===== config.mk =====
export PLATFORM = sky130hd
export DESIGN_NAME = seq_repeat_monitor_flat
export DESIGN_NICKNAME = d
export VERILOG_FILES = /design/src/rtl/seq_repeat_pkg.sv /design/src/rtl/seq_repeat_monitor_if.sv /design/src/rtl/seq_repeat_ch.sv /design/src/rtl/seq_repeat_monitor.sv /design/src/flat_wrapper.sv
export SDC_FILE = /design/constraint.sdc
export NUM_CORES = 1
export LEC_CHECK = 0
export ABC_AREA = 1
export CAP_MARGIN = 20
export CORE_ASPECT_RATIO = 1.75
export CORE_MARGIN = 5
export CORE_UTILIZATION = 55
export CTS_BUF_LIST = sky130_fd_sc_hd__clkbuf_8
export CTS_CLUSTER_SIZE = 20
export DETAILED_ROUTE_END_ITERATION = 10
export DONT_BUFFER_PORTS = 1
export PLACE_DENSITY = 0.7
export SLEW_MARGIN = 20
export SYNTH_ARGS = -nofsm -noshare
export SYNTH_HDL_FRONTEND = slang
export SYNTH_SLANG_ARGS = --single-unit

===== constraint.sdc =====
create_clock -name clk -period 9.1 [get_ports clk]
set_clock_uncertainty 0.1 [all_clocks]
set_input_delay 1.82 -clock clk [delete_from_list [all_inputs] [get_ports clk]]
set_output_delay 1.82 -clock clk [all_outputs]
set_load 0.005 [all_outputs]

===== src/rtl/seq_repeat_pkg.sv =====
// rtl/seq_repeat_pkg.sv - shared types and window helper for the repetition monitor
package seq_repeat_pkg;

  typedef enum logic [1:0] {
    REP_CONSEC    = 2'd0,
    REP_GOTO      = 2'd1,
    REP_NONCONSEC = 2'd2,
    REP_ILLEGAL   = 2'd3
  } rep_mode_e;

  localparam int BOUND_W = 32;

  // hi == 0 encodes an unbounded upper limit
  function automatic logic in_window(input logic [BOUND_W:0]   x,
                                     input logic [BOUND_W-1:0] lo,
                                     input logic [BOUND_W-1:0] hi);
    return (x >= {1'b0, lo}) && ((hi == '0) || (x <= {1'b0, hi}));
  endfunction

endpackage


===== src/rtl/seq_repeat_monitor_if.sv =====
// rtl/seq_repeat_monitor_if.sv - control/event/status bundle for seq_repeat_monitor
interface seq_repeat_monitor_if #(
  parameter int NUM_CH = 4,
  parameter int CNT_W  = 8
);
  logic                    en;
  logic [1:0]              mode;
  logic [CNT_W-1:0]        min_rep;
  logic [CNT_W-1:0]        max_rep;
  logic [NUM_CH-1:0]       clr;
  logic [NUM_CH-1:0]       ev;
  logic [NUM_CH-1:0]       hit;
  logic [NUM_CH*CNT_W-1:0] count;
  logic [NUM_CH-1:0]       ovf;
  logic                    cfg_err;

  modport master (
    output en, mode, min_rep, max_rep, clr, ev,
    input  hit, count, ovf, cfg_err
  );

  modport slave (
    input  en, mode, min_rep, max_rep, clr, ev,
    output hit, count, ovf, cfg_err
  );
endinterface


===== src/rtl/seq_repeat_ch.sv =====
// rtl/seq_repeat_ch.sv - one monitor channel: counter, sticky overflow and window match
module seq_repeat_ch
  import seq_repeat_pkg::*;
#(
  parameter int CNT_W = 8
) (
  input  logic             clk,
  input  logic             rst,
  input  logic             active,
  input  logic [1:0]       mode,
  input  logic [CNT_W-1:0] min_rep,
  input  logic [CNT_W-1:0] max_rep,
  input  logic             clr,
  input  logic             ev,
  output logic             hit,
  output logic [CNT_W-1:0] count,
  output logic             ovf
);

  logic [CNT_W-1:0] count_q, count_d;
  logic             ovf_q, ovf_d;
  logic [CNT_W:0]   nxt;
  logic             bounded, restart, saturated, locked, ev_eff;
  logic             win_nxt, win_cur;

  always_comb begin
    nxt       = {1'b0, count_q} + {{CNT_W{1'b0}}, 1'b1};
    bounded   = (max_rep != '0);
    restart   = bounded && (nxt == {1'b0, max_rep});
    saturated = !bounded && (&count_q);
    // a completed non-consecutive window parks at max_rep until cleared
    locked    = (mode == REP_NONCONSEC) && bounded && (count_q == max_rep);
    ev_eff    = ev && !locked;
    win_nxt   = in_window((BOUND_W+1)'(nxt), BOUND_W'(min_rep), BOUND_W'(max_rep));
    win_cur   = in_window((BOUND_W+1)'(count_q), BOUND_W'(min_rep), BOUND_W'(max_rep));

    count_d = count_q;
    ovf_d   = ovf_q;
    hit     = 1'b0;

    if (clr) begin
      count_d = '0;
      ovf_d   = 1'b0;
    end else if (!active) begin
      count_d = '0;
    end else if (ev_eff) begin
      hit = win_nxt;
      if (saturated) begin
        ovf_d = 1'b1;
      end else if (restart) begin
        count_d = (mode == REP_NONCONSEC) ? max_rep : '0;
      end else begin
        count_d = nxt[CNT_W-1:0];
      end
    end else begin
      if (mode == REP_CONSEC) begin
        count_d = '0;
      end
      if (mode == REP_NONCONSEC) begin
        hit = (count_q != '0) && win_cur;
      end
    end
  end

  always_ff @(posedge clk or posedge rst) begin
    if (rst) begin
      count_q <= '0;
      ovf_q   <= 1'b0;
    end else begin
      count_q <= count_d;
      ovf_q   <= ovf_d;
    end
  end

  assign count = count_q;
  assign ovf   = ovf_q;

endmodule


===== src/rtl/seq_repeat_monitor.sv =====
// rtl/seq_repeat_monitor.sv - multi-channel SVA-style repetition window monitor
module seq_repeat_monitor
  import seq_repeat_pkg::*;
#(
  parameter int NUM_CH = 4,
  parameter int CNT_W  = 8
) (
  input  logic                clk,
  input  logic                rst,
  seq_repeat_monitor_if.slave bus
);

  logic cfg_err;
  logic active;

  always_comb begin
    cfg_err = (bus.mode == REP_ILLEGAL) ||
              (bus.min_rep == '0) ||
              ((bus.max_rep != '0) && (bus.min_rep > bus.max_rep));
    active  = bus.en && !cfg_err;
  end

  assign bus.cfg_err = cfg_err;

  for (genvar i = 0; i < NUM_CH; i++) begin : g_ch
    seq_repeat_ch #(.CNT_W(CNT_W)) u_ch (
      .clk     (clk),
      .rst     (rst),
      .active  (active),
      .mode    (bus.mode),
      .min_rep (bus.min_rep),
      .max_rep (bus.max_rep),
      .clr     (bus.clr[i]),
      .ev      (bus.ev[i]),
      .hit     (bus.hit[i]),
      .count   (bus.count[i*CNT_W +: CNT_W]),
      .ovf     (bus.ovf[i])
    );
  end

endmodule


===== src/flat_wrapper.sv =====
// flat-port wrapper written by rule: the top's interface ports become plain ports
module seq_repeat_monitor_flat import seq_repeat_pkg::*;
#(
  parameter int NUM_CH = 4,
  parameter int CNT_W  = 8
)
  (clk, rst, bus_en, bus_mode, bus_min_rep, bus_max_rep, bus_clr, bus_ev, bus_hit, bus_count, bus_ovf, bus_cfg_err);
  seq_repeat_monitor_if #(.NUM_CH(NUM_CH), .CNT_W(CNT_W)) bus_i ();
  input  logic clk;
  input  logic rst;
  input wire logic [$bits(bus_i.en)-1:0] bus_en;
  input wire logic [$bits(bus_i.mode)-1:0] bus_mode;
  input wire logic [$bits(bus_i.min_rep)-1:0] bus_min_rep;
  input wire logic [$bits(bus_i.max_rep)-1:0] bus_max_rep;
  input wire logic [$bits(bus_i.clr)-1:0] bus_clr;
  input wire logic [$bits(bus_i.ev)-1:0] bus_ev;
  output wire logic [$bits(bus_i.hit)-1:0] bus_hit;
  output wire logic [$bits(bus_i.count)-1:0] bus_count;
  output wire logic [$bits(bus_i.ovf)-1:0] bus_ovf;
  output wire logic [$bits(bus_i.cfg_err)-1:0] bus_cfg_err;
  assign bus_i.en = bus_en;
  assign bus_i.mode = bus_mode;
  assign bus_i.min_rep = bus_min_rep;
  assign bus_i.max_rep = bus_max_rep;
  assign bus_i.clr = bus_clr;
  assign bus_i.ev = bus_ev;
  assign bus_hit = bus_i.hit;
  assign bus_count = bus_i.count;
  assign bus_ovf = bus_i.ovf;
  assign bus_cfg_err = bus_i.cfg_err;
  seq_repeat_monitor #(.NUM_CH(NUM_CH), .CNT_W(CNT_W)) u_core (.clk(clk), .rst(rst), .bus(bus_i));
endmodule

==> results of run 1 <==
how the worst max path moves through the flow:
stage                   startpoint         end  slack (ns)  depth (start not counted)
floorplan           bus_max_rep[7]  bus_hit[2]        3.84                         14
global placement    bus_max_rep[2]  bus_hit[3]        3.46                         13
detailed placement  bus_max_rep[1]  bus_hit[3]        3.39                          9
CTS                 bus_max_rep[1]  bus_hit[3]        3.39                          9
global route        bus_max_rep[7]  bus_hit[3]        3.18                         12
finish              bus_max_rep[1]  bus_hit[3]        3.40                          9
logic make-up (layout without fill, tap and decap cells):
family,after synthesis,count (layout),share of synthesized area (%)
and+or+nand+nor,596,596,39.4
buffers and inverters,149,143,9.19
adders and majority gates,144,144,27.1
AOI/OAI and AO/OA,106,106,9.49
DFF,36,36,13.5
xor gates and xnor gates,9,9,1.18
muxes,1,1,0.150
cells in the final DEF (no fill, tap or decap), types with 6 or more instances in the layout:
master | Yosys | routed
sky130_fd_sc_hd__nand2_2 | 6 | 6
sky130_fd_sc_hd__nor3_1 | 38 | 38
sky130_fd_sc_hd__nand3_1 | 83 | 83
sky130_fd_sc_hd__o21ai_0 | 27 | 27
sky130_fd_sc_hd__clkbuf_8 | 0 | 6
sky130_fd_sc_hd__inv_1 | 131 | 133
sky130_fd_sc_hd__dfrtp_1 | 36 | 36
sky130_fd_sc_hd__nand4_1 | 19 | 19
sky130_fd_sc_hd__xor2_1 | 8 | 8
sky130_fd_sc_hd__nand2_1 | 298 | 298
sky130_fd_sc_hd__ha_1 | 144 | 144
sky130_fd_sc_hd__nor2_2 | 6 | 6
sky130_fd_sc_hd__nor2_1 | 118 | 118
sky130_fd_sc_hd__a21oi_1 | 53 | 53
metal layers:
layer | track usage [%] | up-vias | share of wire, %
met1 | 35.1 | 3100 | 38
met3 | 5.45 | 91 | 7.6
met5 | 0 | - | 0
met2 | 53.5 | 302 | 48
li1 | - | 3429 | -
met4 | 17.4 | 0 | 6.4
where the power goes:
part           switching [mW]  leakage, nW  internal [mW]
clock network          0.0585       0.0538         0.0595
logic                  0.0807         3.29         0.0340
registers             0.00243        0.502          0.161
total                   0.142         3.85          0.254
stage by stage:
step,hold WS [ns],instance area (um^2),setup slack [ns]
5_1_grt,0.441,6820,3.18
3_3_place_gp,0.404,6730,3.46
3_5_place_dp,0.406,6730,3.39
2_1_floorplan,0.351,6660,3.84
4_1_cts,0.431,6820,3.39
6_report,0.423,6820,3.40
state kept, by name, indices dropped and copies added (netlist names):
name                    flops
u_core.g_ch.u_ch.ovf        4
u_core.g_ch.u_ch.count     32
cell usage after synthesis (4+ instances only):
cell and count:
sky130_fd_sc_hd__a21oi_1 53, sky130_fd_sc_hd__nor3_1 38, sky130_fd_sc_hd__nand2_2 6, sky130_fd_sc_hd__inv_1 131, sky130_fd_sc_hd__ha_1 144, sky130_fd_sc_hd__nor4_1 4
sky130_fd_sc_hd__nand2_1 298, sky130_fd_sc_hd__nor3b_1 4, sky130_fd_sc_hd__xor2_1 8, sky130_fd_sc_hd__nor2_1 118, sky130_fd_sc_hd__o211ai_1 4, sky130_fd_sc_hd__buf_4 11
sky130_fd_sc_hd__a21boi_0 4, sky130_fd_sc_hd__nand3_1 83, sky130_fd_sc_hd__o21ai_0 27, sky130_fd_sc_hd__nor2_2 6, sky130_fd_sc_hd__o21a_1 5, sky130_fd_sc_hd__o21ai_4 4
sky130_fd_sc_hd__nor3_2 4, sky130_fd_sc_hd__dfrtp_1 36, sky130_fd_sc_hd__nand4_1 19
final cells by class:
cell class              count  area [um^2]
repair buffers              1         7.51
multi-input cells         856         5150
well taps                 137          171
flip-flops and latches     36          901
fillers                  1269         5120
inverters                 134          503
clock inverters             2         7.51
clock buffers               6         82.6
worst max-delay path: cells and delay by family:
kind            cells  cell delay, ns
buf+inv             1            0.35
compound gates      1            0.10
simple gates        7            1.50
==> results.txt, run 1 <==
- The most used flip-flop cell after synthesis is sky130_fd_sc_hd__dfrtp_1.
- Cts bufs inserted: 5
* Master of the slowest instance on the critical path: sky130_fd_sc_hd__nor2_4
- Startpoint of the worst hold path: u_core.g_ch[0].u_ch.ovf
- Worst-path fanout max: 26
* Cells on worst reg2reg path: 15
- Number of enable flip-flop cells after synthesis: 0
* Vias in the first global route: between 6k and 7k
- Number of cells after detailed placement: around 1.2k
- The clock passes through at most 2 buffers.
- The H-tree was split into 2 levels.
- Reg2reg start: u_core.g_ch[0].u_ch.count[2]
- Boundary Pins: 70
* Iteration-0 DRC count of the detailed router: 396
* Top cells by area, synth: sky130_fd_sc_hd__ha_1 (27%), sky130_fd_sc_hd__nand2_1 (17%), sky130_fd_sc_hd__dfrtp_1 (14%), sky130_fd_sc_hd__inv_1 (7.4%), sky130_fd_sc_hd__nor2_1 (6.7%)
* Worst supply voltage drop on vdd: slightly above 0.05 mV
- Worst-case headroom to the max-slew limit: between 50% and 60%
- TritonRoute pass-1 iters: 7
- Counting instances, the worst hold path has a depth of 2.
* Wire length of the first global-routing pass: around 35 mm
- Worst Path Arrival: roughly 3.8 ns
* Flip-flop and latch count after synthesis: 36
* Final cell count without fillers: roughly 1.2k
* Worst min-delay path category: reg -> reg
- The synthesized netlist contains between 40 and 50 unique library cells.
* Post-detailed-route DRC marker count: 0
- For this configuration, the core starts out at a cell density of a little under three fifths.
- The worst setup path is captured at an output pin.
- Setup violations remaining at the end of the flow were counted as 0.
- The analysis attributes to cell leakage a power of between 3 and 4 nW.
- Row count: 53
* Final hold violations: 0
* Startpoint Class: input pin
* Placeable core region: roughly 12,000 um^2
- Global routing usage summed across all routing layers: between 30% and 40%
* Final Total Pwr: a little under 0.4 mW
- After the last flow step, the layout net total stands at approximately 1.2k.
- Register area share after synthesis: 13.5%
- Number of antenna diodes: 0
* Power density over cell area: between 50 and 60 nW/um^2
- For this run, the top clock speed supported by timing is between 150 and 200 MHz.
- Clock tree from TritonCTS: built
- Via/cell ratio: roughly 5.9
* Internal reg-to-reg setup slack: ~5.7 ns
- The critical path goes through inv_1, nand3_1, nor2_4, nor2_2, nand2_4, nand3_4, nor2_1, o21ai_0, nor2_1.
- HPWL after detailed placement: roughly 17 mm
- The max-slew violation total from the final report was 0.
* Worst skew pair latency: ~0.30 ns
- On the worst path, the slowest cell contributes a delay of between 0.3 and 0.4 ns.
* Most used cell, CP: sky130_fd_sc_hd__nor2_1
- Total of cells resized after clock tree synthesis: 0
* Clock edge transition at the registers on the reported setup and hold paths: roughly 0.070 ns
- Hold buffer count at CTS: 0
* Number of nets produced by synthesis: roughly 1.2k
- Dividing the detail-routed wire length by the instance count gives 18.6 um.
* Endpoint of the lowest-slack register-to-register path: u_core.g_ch[0].u_ch.count[2]
- The synthesized design devotes to its leading area cell type 27.1% of total area.
* Required time at the endpoint of the critical path: ~7.2 ns
* Result of the run: complete, no violations
- Remaining global-route overflow: 0
- Max-cap violations in this run came to 0.
- The Yosys step of the flow raised 0 warnings.
* Post-synthesis cell count: between 1k and 1.5k
- Netlist area before placement: 6660 um^2
- Time the worst path needs with I/O delays and setup: 5.70 ns
- Clock tree synthesis selected as its root buffer the cell sky130_fd_sc_hd__clkbuf_8.
- Post-Synthesis Mean Instance Area: 6.40 um^2
- Worst Path Class, Setup: in -> out
* Share of the core filled with cells: between 50% and 60%
* Wire length after detailed routing: between 20 and 25 mm
- Final period utilization: around 63%
* End point of the worst hold path: u_core.g_ch[0].u_ch.ovf
- Post-route setup TNS: 0 ns
* Layout Area Growth over Synthesis: 2.41%
* Horizontal die dimension: a little over 90 um
- Share of final-layout standard cells stronger than drive strength 1: under 10%
- Detailed-route via count: approximately 7k
* Antenna violations before repair: 0
- # port buffers: 0
- RePlAce Congestion: around 0.97
- In the synthesized netlist the async set-or-reset flop fraction comes to between 90% and 100%.
- Summed over all instances, the cell type with the most area after synthesis is sky130_fd_sc_hd__ha_1.
- Entering global routing, the biggest net connects 37 pins.
- The detail route stage leaves a number of antenna-violating nets equal to 0.
* Transition at the pin with the smallest max-transition slack: around 0.71 ns
- CTS saw 36 sinks.
- Setup fix buffers added after clock tree synthesis: 0
- Measured along the y axis, the die boundary spans between 150 and 200 um.
- The die covers 14,500 um^2.
- Unrepaired setup endpoints after global routing: false
Power figures use the tool's default switching activity.
==> run 2: changes to the inputs <==
==> constraint.sdc (replaced) <==
create_clock -name clk -period 5.7 [get_ports clk]
set_clock_uncertainty 0.1 [all_clocks]
set_input_delay 1.14 -clock clk [delete_from_list [all_inputs] [get_ports clk]]
set_output_delay 1.14 -clock clk [all_outputs]
set_load 0.005 [all_outputs]
==> run 2 against run 1 <==
Die area did not move. Power rose by 61%. Largest power group unchanged. Sequential power rose by 60%. Final cell count did not move.
==> results.txt, run 2 (synthesis gave the netlist of run 1 again) <==
- Result of the run: complete, no violations (unchanged).
* Height of the die: 156 um (unchanged)
* Worst-case headroom to the max-slew limit: 53.5% (was 52.7%)
- Startpoint Class: register (was input pin)
* Unrepaired setup endpoints after global routing: false (unchanged)
- Transition at the pin with the smallest max-transition slack: 0.697 ns (was 0.708 ns)
* Remaining global-route overflow: 0 (unchanged)
- The count of fill cells added during filler insertion came to 1,275 (was 1,269).
* Global-route layer with the greatest usage: met2 (unchanged)
- The number of cells traversed by the worst hold path was 2 (unchanged).
* Worst-path fanout max: 9 (was 26)
- Sinks on Clock Net: 36 (unchanged)
- The final worst setup slack is 1.31 ns (was 3.40 ns).
- The net switching share of the total power was 36.2% (was 35.8%).
- The cell-internal power was 0.406 mW (was 0.254 mW).
- Worst min-delay path category: reg -> reg (unchanged)
- The max-slew violation total from the final report is 0 (unchanged).
- Number of buffers between clock root and the deepest sink: 2 (unchanged)
- The signal arrival time at the worst endpoint came to 3.15 ns (was 3.78 ns).
- Max Cap Violations: 0 (unchanged)
* Worst setup timing slack at the placement stage: 1.34 ns (was 3.39 ns)
- In the finished design, the share of the clock period the worst path needs comes to 77.1%.
- The die width was 93.2 um (unchanged).
- Layout Area Growth over Synthesis: 2.41% (unchanged)
* Starting utilization of the core area: 55.8% (unchanged)
- The area of the core was 11,900 um^2 (unchanged).
- The cell with the largest stage delay on the worst path is sky130_fd_sc_hd__dfrtp_1 (was sky130_fd_sc_hd__nor2_4).
- H-tree Lvls: 2 (unchanged)
- The power spent charging and discharging nets came to 0.231 mW (was 0.142 mW).
- Die footprint: 14,500 um^2 (unchanged)
- Boundary Pins: 70 (unchanged)
- Setup fix buffers added after clock tree synthesis: 0 (unchanged)
* Worst Path Class, Setup: reg -> out (was in -> out)
- Share of final-layout standard cells stronger than drive strength 1: 3.86% (unchanged)
- The final RePlAce weighted congestion was 0.965 (about the same).
- Kind of capture point of the worst setup path: output pin (unchanged)
* Critical path depth in cells: 13 (was 9)
- Clock edge transition at the registers on the reported setup and hold paths: 0.07 ns (about the same)
* Worst supply voltage drop on vdd: 0.0762 mV (was 0.0505 mV)
- Cell Chain, Critical Path: ha_1, nand3_1, nor3b_1, nor2_1, ha_1, nand2_1, nor2_1, nand3_1, nor2_2, nor2_1, nand2_1, a21oi_1, nor2_1 (was inv_1, nand3_1, nor2_4, nor2_2, nand2_4, nand3_4, nor2_1, o21ai_0, nor2_1).
* Logic pwr share: 28.9% (was 29.0%)
- The DRC violation total after the first TritonRoute iteration is 407 (was 396).
- The cell type with the highest occurrence count on the critical path was sky130_fd_sc_hd__nor2_1 (unchanged).
- Leading cell type in the layout, fill and taps excluded: sky130_fd_sc_hd__nand2_1 (unchanged)
- Fraction of met1 tracks used by global routing: 35.4% (was 35.1%)
* Time the worst path needs with I/O delays and setup: 4.39 ns
- Via/cell ratio: 5.85 (was 5.91)
* Antenna Nets Post-Route: 0 (unchanged)
- The final-report hold violation count was 0 (unchanged).
- Required time at the endpoint of the critical path: 4.46 ns (was 7.18 ns)
- Pin count of the biggest net entering global routing: 37 (unchanged)
* Hold buffer count at CTS: 0 (unchanged)
- Power density over cell area: 93.3 nW/um^2 (was 58.0 nW/um^2)
* Slowest cell delay on critical path: 0.59 ns (was 0.38 ns)
* Number of antenna diodes: 0 (unchanged)
* Global-route met3 utilization: 5.26% (was 5.45%)
- Fmax: ~230 MHz
* Count of buffer and inverter cells on the critical path: 0 (was 1)
- The total half-perimeter wirelength after legalization and detailed placement is 17.3 mm (was 17.2 mm).
- Wire length of the first global-routing pass: 34.8 mm (was 34.6 mm)
- Detailed-route via count: 6,851 (was 6,922)
- Post-detailed-route DRC marker count: 0 (unchanged)
* Flip-flop count of the largest register, all copies and words added: 32 (unchanged)
- Highest-count cells in the layout ignoring fill and taps: sky130_fd_sc_hd__nand2_1 (298), sky130_fd_sc_hd__ha_1 (144), sky130_fd_sc_hd__inv_1 (133) (unchanged).
- The met2 routing resource usage after global routing was 54.8% (was 53.5%).
* Antenna violations before repair: 0 (unchanged)
* Final Net Count: 1,207 (unchanged)
* Wirelength per Cell: 18.7 um (was 18.6 um)
- The total wire length after detailed routing was 22.0 mm (was 21.8 mm).
- Worst skew pair latency: 0.30 ns (about the same)
- The number of cells traversed by the worst register-to-register path was 15 (unchanged).
* Static Leak: 3.85 nW (unchanged)
* Post-route setup TNS: 0 ns (unchanged)
- # port buffers: 0 (unchanged)
* Sequential cell fraction of total power: 40.9% (was 41.2%)
- The TritonCTS clock tree is built (unchanged).
- Final Total Pwr: 0.636 mW (was 0.396 mW)
- Endpoints failing setup: 0 (unchanged)
- The root buffer selected by CTS was sky130_fd_sc_hd__clkbuf_8 (unchanged).
* Vias in the first global route: 6,651 (was 6,704)
- Part of the power in the clock network: 30.2% (was 29.8%)
- CP delay by family, top: simple AND/OR/NAND/NOR gates (unchanged)
- Total of cells resized after clock tree synthesis: 0 (unchanged)
- The number of CTS-inserted buffers came to 5 (unchanged).
* TritonRoute pass-1 iters: 5 (was 7)
- The number of standard-cell rows in the floorplan is 53 (unchanged).
- Global routing usage summed across all routing layers: 31.0% (was 30.8%)
run 2: power groups by stage:
| stage | Clock, mW | Combinational [mW] | Sequential [mW] |
|---|---|---|---|
| 2_1_floorplan | 0 | 0.134 | 0.264 |
| 3_3_place_gp | 0 | 0.178 | 0.265 |
| 4_1_cts | 0.195 | 0.182 | 0.260 |
| 3_5_place_dp | 0 | 0.182 | 0.265 |
| 6_report | 0.192 | 0.184 | 0.260 |
| 5_1_grt | 0.207 | 0.208 | 0.261 |
run 2: worst reg2reg max path, delay by kind of cell (launching register included):
| kind | cells | cell delay [ns] |
|---|---|---|
| and+or+nand+nor | 10 | 1.69 |
| DFF | 1 | 0.55 |
| AOI/OAI and AO/OA | 2 | 0.40 |
| adders and majority gates | 1 | 0.31 |
| buffers and inverters | 2 | 0.30 |
run 2: metrics by stage:
step / utilization (%) / cell area (um^2) / std cells / hold WS [ns]
floorplan: - / 6660 / 1041 / 0.351
global placement: 56.4 / 6730 / 1164 / 0.404
detailed placement: 56.4 / 6730 / 1164 / 0.403
CTS: 57.1 / 6820 / 1172 / 0.422
global route: 57.1 / 6820 / 1172 / 0.442
finish: 57.1 / 6820 / 1172 / 0.415
run 2: final timing paths:
kind                                                endpoint                         start  slack (ns)
worst max register to register  u_core.g_ch[0].u_ch.count[2]  u_core.g_ch[0].u_ch.count[2]        2.25
worst min register to register       u_core.g_ch[2].u_ch.ovf       u_core.g_ch[2].u_ch.ovf        0.42
min in group asynchronous            u_core.g_ch[2].u_ch.ovf                           rst        0.74
worst max-delay path                              bus_hit[2]  u_core.g_ch[2].u_ch.count[0]        1.31
max in group asynchronous       u_core.g_ch[3].u_ch.count[6]                           rst        4.43
worst min-delay path                 u_core.g_ch[2].u_ch.ovf       u_core.g_ch[2].u_ch.ovf        0.42
run 2: layout make-up:
| type | count | area (um^2) | area share (%) |
|---|---|---|---|
| sequential | 36 | 901 | 13.2 |
| tap | 137 | 171 | 2.51 |
| timing repair buffer | 1 | 7.51 | 0.110 |
| multi-input combinational | 856 | 5150 | 75.5 |
| clock buffer | 6 | 82.6 | 1.21 |
| inverter | 134 | 503 | 7.38 |
| clock inverter | 2 | 7.51 | 0.110 |
run 2: layer usage:
metal | vias to the layer above | share of wire (%)
met5 | - | 0
met4 | 0 | 5.9
met3 | 92 | 7.0
met2 | 303 | 49
met1 | 3034 | 38
li1 | 3422 | -
